`config.mk`:
```
export PLATFORM = sky130hd
export DESIGN_NAME = param_fifo
export DESIGN_NICKNAME = d
export VERILOG_FILES = /design/src/rtl/param_fifo.sv
export SDC_FILE = /design/constraint.sdc
export NUM_CORES = 1
export LEC_CHECK = 0
export ABC_AREA = 1
export CORE_ASPECT_RATIO = 1.25
export CORE_MARGIN = 2
export CORE_UTILIZATION = 54
export CTS_CLUSTER_DIAMETER = 120
export DETAILED_ROUTE_END_ITERATION = 8
export GPL_TIMING_DRIVEN = 0
export PLACE_DENSITY = 0.76
export SLEW_MARGIN = 30
export SYNTH_ARGS = -nofsm -noshare
export SYNTH_HDL_FRONTEND = slang
export SYNTH_SLANG_ARGS = --single-unit
```
`constraint.sdc`:
```
create_clock -name clk -period 2.3 [get_ports clk]
set_input_delay 0.46 -clock clk [delete_from_list [all_inputs] [get_ports clk]]
set_output_delay 0.46 -clock clk [all_outputs]
set_load 0.01 [all_outputs]
```
`src/rtl/param_fifo.sv`:
```
// rtl/param_fifo.sv - parametrised single-clock FIFO with occupancy flags and sticky errors
//
// Purpose:
//   Register-array FIFO of 2**depth words of width bits. Occupancy is held as
//   its own counter. Flags and sticky overflow/underflow are registered. A
//   synchronous flush clears pointers, count and error flags. Memory contents
//   are not reset.
//
// Optional feature (macro FIFO_FWFT_EN):
//   defined   - outputBus shows the head word combinationally while not empty
//               (first-word-fall-through), 0 when empty.
//   undefined - outputBus is a register loaded on each accepted read and held
//               until the next accepted read or flush.
//
// Ports:
//   clk          in   sole clock, rising edge
//   reset        in   asynchronous active-low reset
//   flush        in   synchronous clear (read/write ignored on that edge)
//   write        in   push request for inputBus
//   read         in   pop request
//   inputBus     in   write data [width]
//   outputBus    out  read data [width]
//   empty        out  count == 0
//   full         out  count == 2**depth
//   almost_empty out  count <= ae_thresh
//   almost_full  out  count >= af_thresh
//   count        out  occupancy [depth+1]
//   overflow     out  sticky: a write was dropped
//   underflow    out  sticky: a read was ignored

module param_fifo #(
  parameter int depth     = 4,
  parameter int width     = 8,
  parameter int af_thresh = 2**depth - 2,
  parameter int ae_thresh = 1
) (
  input  logic             clk,
  input  logic             reset,
  input  logic             flush,
  input  logic             write,
  input  logic             read,
  input  logic [width-1:0] inputBus,
  output logic [width-1:0] outputBus,
  output logic             empty,
  output logic             full,
  output logic             almost_empty,
  output logic             almost_full,
  output logic [depth:0]   count,
  output logic             overflow,
  output logic             underflow
);

  localparam int               CAP      = 2**depth;
  localparam logic [depth-1:0] PTR_ONE  = depth'(1);
  localparam logic [depth:0]   CNT_ONE  = (depth+1)'(1);
  localparam logic [depth:0]   CNT_FULL = (depth+1)'(CAP);

  logic [width-1:0] mem_q [CAP];

  logic [depth-1:0] rd_ptr_q, rd_ptr_d;
  logic [depth-1:0] wr_ptr_q, wr_ptr_d;
  logic [depth:0]   count_q,  count_d;
  logic             empty_q,  empty_d;
  logic             full_q,   full_d;
  logic             ae_q,     ae_d;
  logic             af_q,     af_d;
  logic             ovf_q,    ovf_d;
  logic             unf_q,    unf_d;

  logic             wr_acc;
  logic             rd_acc;

  // A write into a full FIFO is still accepted when a read frees the slot on
  // the same edge. Flush suppresses both requests.
  assign wr_acc = write & (~full_q | read) & ~flush;
  assign rd_acc = read & ~empty_q & ~flush;

  always_comb begin
    rd_ptr_d = rd_ptr_q;
    wr_ptr_d = wr_ptr_q;
    count_d  = count_q;
    ovf_d    = ovf_q;
    unf_d    = unf_q;
    if (flush) begin
      rd_ptr_d = '0;
      wr_ptr_d = '0;
      count_d  = '0;
      ovf_d    = 1'b0;
      unf_d    = 1'b0;
    end else begin
      if (wr_acc) wr_ptr_d = wr_ptr_q + PTR_ONE;
      if (rd_acc) rd_ptr_d = rd_ptr_q + PTR_ONE;
      case ({wr_acc, rd_acc})
        2'b10:   count_d = count_q + CNT_ONE;
        2'b01:   count_d = count_q - CNT_ONE;
        default: count_d = count_q;
      endcase
      if (write & full_q & ~read) ovf_d = 1'b1;
      if (read & empty_q)         unf_d = 1'b1;
    end
  end

  // Flags are registered from the next count so they match count every cycle.
  always_comb begin
    empty_d = (count_d == '0);
    full_d  = (count_d == CNT_FULL);
    ae_d    = (int'(count_d) <= ae_thresh);
    af_d    = (int'(count_d) >= af_thresh);
  end

  always_ff @(posedge clk or negedge reset) begin
    if (!reset) begin
      rd_ptr_q <= '0;
      wr_ptr_q <= '0;
      count_q  <= '0;
      empty_q  <= 1'b1;
      full_q   <= 1'b0;
      ae_q     <= 1'b1;
      af_q     <= 1'b0;
      ovf_q    <= 1'b0;
      unf_q    <= 1'b0;
    end else begin
      rd_ptr_q <= rd_ptr_d;
      wr_ptr_q <= wr_ptr_d;
      count_q  <= count_d;
      empty_q  <= empty_d;
      full_q   <= full_d;
      ae_q     <= ae_d;
      af_q     <= af_d;
      ovf_q    <= ovf_d;
      unf_q    <= unf_d;
    end
  end

  // Storage has no reset; the reset term only keeps writes out while reset is held.
  always_ff @(posedge clk) begin
    if (wr_acc && reset) mem_q[wr_ptr_q] <= inputBus;
  end

`ifdef FIFO_FWFT_EN
  assign outputBus = empty_q ? '0 : mem_q[rd_ptr_q];
`else
  logic [width-1:0] out_q, out_d;

  always_comb begin
    out_d = out_q;
    if (flush)       out_d = '0;
    else if (rd_acc) out_d = mem_q[rd_ptr_q];
  end

  always_ff @(posedge clk or negedge reset) begin
    if (!reset) out_q <= '0;
    else        out_q <= out_d;
  end

  assign outputBus = out_q;
`endif

  assign empty        = empty_q;
  assign full         = full_q;
  assign almost_empty = ae_q;
  assign almost_full  = af_q;
  assign count        = count_q;
  assign overflow     = ovf_q;
  assign underflow    = unf_q;

endmodule
```
==> Implementation_results.wiki <==
{| class="wikitable"
! Metric !! Value
|-
| Type of element capturing the critical path || flip-flop
|-
| Worst slack on hold paths || 0.0708 ns
|-
| Sink count of the clock tree || 155
|-
| Number of remaining DRC errors || 0
|-
| Synthesized cell area || 6500 µm²
|-
| Leakage power figure || 2.86 nW
|-
| Setup skew after layout || approximately 0.0075 ns
|-
| Total number of cells along the worst setup path || 13
|-
| H-tree levels || 4
|-
| Slowest cell delay on critical path || 0.56 ns
|-
| Antenna Diode Count || 0
|-
| Worst setup SP type || flip-flop
|-
| Area after DPL || between 7000 and 8000 µm²
|-
| Initial cell density of the core || between 50 and 60%
|-
| Vias after detailed routing || 4,606
|-
| Detail-routed via count per cell || 5.82
|-
| Count of boundary I/O pins || 32
|-
| Final worst-path cycle share || between 90% and 100%
|-
| DRT iter0 DRCs || 503
|-
| Clock slew at the register clock pins of the worst setup and hold paths || 0.06 ns
|-
| Cells along the critical path || nor2_4 -> inv_2 -> nor2_4 -> buf_4 -> ha_1 -> inv_2 -> nor2_1 -> nor3_2 -> inv_1 -> o21ai_1 -> inv_1 -> nand3_2 -> nor2_2
|-
| Required time of the critical path || 2.60 ns
|-
| Final-stage net count || 638
|-
| Count of different cell masters after synthesis || 25
|-
| Commonest non-fill, non-tap cell in the layout || edfxtp_1
|-
| Drt total wl || 16,000 µm
|-
| Post-Syn Instances || 563
|-
| Final setup vio count || 0
|-
| Total CTS buffers || 17
|-
| PD cells || between 900 and 1000 nW/µm²
|-
| Worst Reg-to-Reg Cells || 13
|-
| Max-slew violation count || 0
|-
| Top library cells by usage in the layout, fill and taps aside || edfxtp_1 (128), nor2_1 (109), nand2_1 (65)
|-
| Max capacitance violation total || 0
|-
| Worst Path Class, Setup || flip-flop to flip-flop
|-
| Clock tree from TritonCTS || yes
|-
| Maximum number of pins on one net before global-route repair || 29
|-
| Final hold viol count || 0
|-
| Critical Path AT || 2.50 ns
|-
| Latest clock arrival within the worst-skew pair || 0.41 ns
|-
| Least-Margin Pin Slew || 0.819 ns
|-
| Cell area after layout || 7790 µm²
|-
| Maximum number of buffers from clock root to sink || 2
|-
| Post-synthesis average cell area || 11.5 µm²
|-
| Cell class contributing the biggest share of worst-path delay || flip-flops
|-
| Run status || finished, final reports clean
|-
| Tmin final || 2.20 ns
|-
| Standard cell with the maximum stage delay on the critical path || dfstp_2
|-
| Synthesis Warnings || 0
|-
| RSZ-0062 raised after global routing || yes
|-
| P&R area growth vs syn || 19.9%
|-
| Synth Net Count || between 500 and 600
|-
| Global-route total usage across every layer || 26.6%
|-
| Global placer's final weighted congestion || 0.944
|-
| Number of fill cells in the layout || 866
|-
| Routed WL per cell || ~20 µm
|-
| Placeable core area || 11,700 µm²
|-
| Number of global-route vias before repair || 4,702
|-
| Detailed Place HPWL || 10,400 µm
|-
| Width of the die || 102 µm
|-
| Type of the tightest min-delay check || input pin to async pin
|-
| Seq/Total Area, Yosys || a little over two thirds
|-
| Row count || between 40 and 50
|-
| Root buffer cell || clkbuf_16
|-
| Area of the die || 12,900 µm²
|-
| Crit path max fanout || 10
|-
| First-pass GRT wire length || 25,200 µm
|-
| Die extent in y || 127 µm
|-
| Highest Clock Rate || between 400 and 500 MHz
|-
| Initial antenna violation count || 0
|-
| Post-synthesis sequential element count || 155
|-
| Buffers & Inverters on Critical Path || 5
|-
| Worst-case vdd ir drop || 0.000613 V
|-
| Buffers added on ports || 30
|-
| Number of detailed-route iterations in the first pass || 5
|-
| Remaining max-slew budget at the tightest pin || 45.2%
|-
| Detail Route Antenna Nets || 0
|-
| Proportion of layout cells with a drive suffix above 1 || between 15 and 20%
|-
| Sum of overflow across all layers after global routing || 0
|}
-- per-layer routing --
metal	GRT usage (%)	up-vias	part of all wire, %
met5	0	-	0
met3	6.23	56	8.1
met4	11.7	0	4.0
met2	43.3	238	50
met1	33.9	2226	38
li1	-	2086	-
-- report_power, final --
group	total, mW	switching [mW]	internal (mW)
combinational	1.34	0.837	0.506
sequential	3.23	0.0795	3.15
clock	3.03	1.09	1.93
-- through the flow --
step	util, %	std cells	setup slack [ns]	power, mW	TNS, ns
detailed placement	60.0	754	-0.895	4.50	-59.76
global placement	60.1	754	-1.01	4.47	-126.35
CTS	66.0	790	0.0345	7.55	0
global route	66.8	791	-0.0764	7.87	-1.71
floorplan	-	563	0.0351	4.01	0
finish	66.8	791	0.0991	7.60	0
-- cell families after synthesis --
group / after synthesis / share of synthesized area, %
buffers and inverters: 53 / 4.54
adders and majority gates: 8 / 1.54
DFF: 155 / 69.6
AOI/OAI and AO/OA: 117 / 10.2
xor gates and xnor gates: 2 / 0.270
and+or+nand+nor: 228 / 13.9
-- sequential cells by signal, indices dropped and copies added (netlist names) --
| signal | cells |
|---|---|
| almost_full | 1 |
| underflow | 1 |
| count | 5 |
| wr_ptr_q | 4 |
| overflow | 1 |
| full | 1 |
| outputBus | 8 |
| rd_ptr_q | 4 |
| almost_empty | 1 |
| empty | 1 |
| mem_q | 128 |
-- worst reg2reg max path: cells and delay by family (launching register included) --
family | cells | cell delay [ns]
compound gates | 1 | 0.09
fa+ha+maj | 1 | 0.37
buf+inv | 5 | 0.54
flops | 1 | 0.56
simple gates | 6 | 0.51
-- layout make-up --
type	count	area [µm²]	share of cell area, %
flip-flops and latches	155	4520	58.0
clock inverters	14	216	2.78
multi-input cells	355	1790	23.0
clock buffers	18	429	5.51
plain buffers	27	198	2.54
repair buffers	35	334	4.29
well taps	161	201	2.59
inverters	26	100	1.28
-- path summary, 6_finish.rpt --
path,slack [ns],from,endpoint
worst min-delay path,0.07,reset,count[2]$_DFF_PN0_
worst min register to register,0.50,outputBus[5]$_DFFE_PN0P_,outputBus[5]$_DFFE_PN0P_
max in group asynchronous,1.81,reset,wr_ptr_q[1]$_DFFE_PN0P_
worst max register to register,0.1,empty$_DFF_PN1_,full$_DFF_PN0_
min in group clk,0.40,flush,underflow$_DFFE_PN0P_
worst max-delay path,0.1,empty$_DFF_PN1_,full$_DFF_PN0_
-- synthesized netlist by cell type (all sizes together) --
library cell / number / area [µm²]
nand3: 29 / 145
ha: 8 / 100
o21ai: 78 / 390
edfxtp: 128 / 3840
nand4: 1 / 6.26
clkinv: 3 / 11.3
nor4: 1 / 6.26
o211ai: 30 / 225
a21oi: 8 / 40.0
clkbuf: 5 / 18.8
buf: 22 / 179
nor3: 1 / 5.00
xor2: 2 / 17.5
nor2: 129 / 487
dfstp: 2 / 52.6
dfrtp: 25 / 626
nand2: 67 / 251
a31oi: 1 / 6.26
inv: 23 / 86.3
-- timing repair --
| item | CTS | global route |
|---|---|---|
| setup endpoints to repair | 49 | 125 |
| hold buffers | 0 | 0 |
| endpoints found under the hold margin | 0 | 0 |
| resized for setup | 13 | 25 |
| pin swaps | 7 | 5 |
| setup buffers | 4 | 1 |
Note: power is estimated with default switching activity, not from simulation.
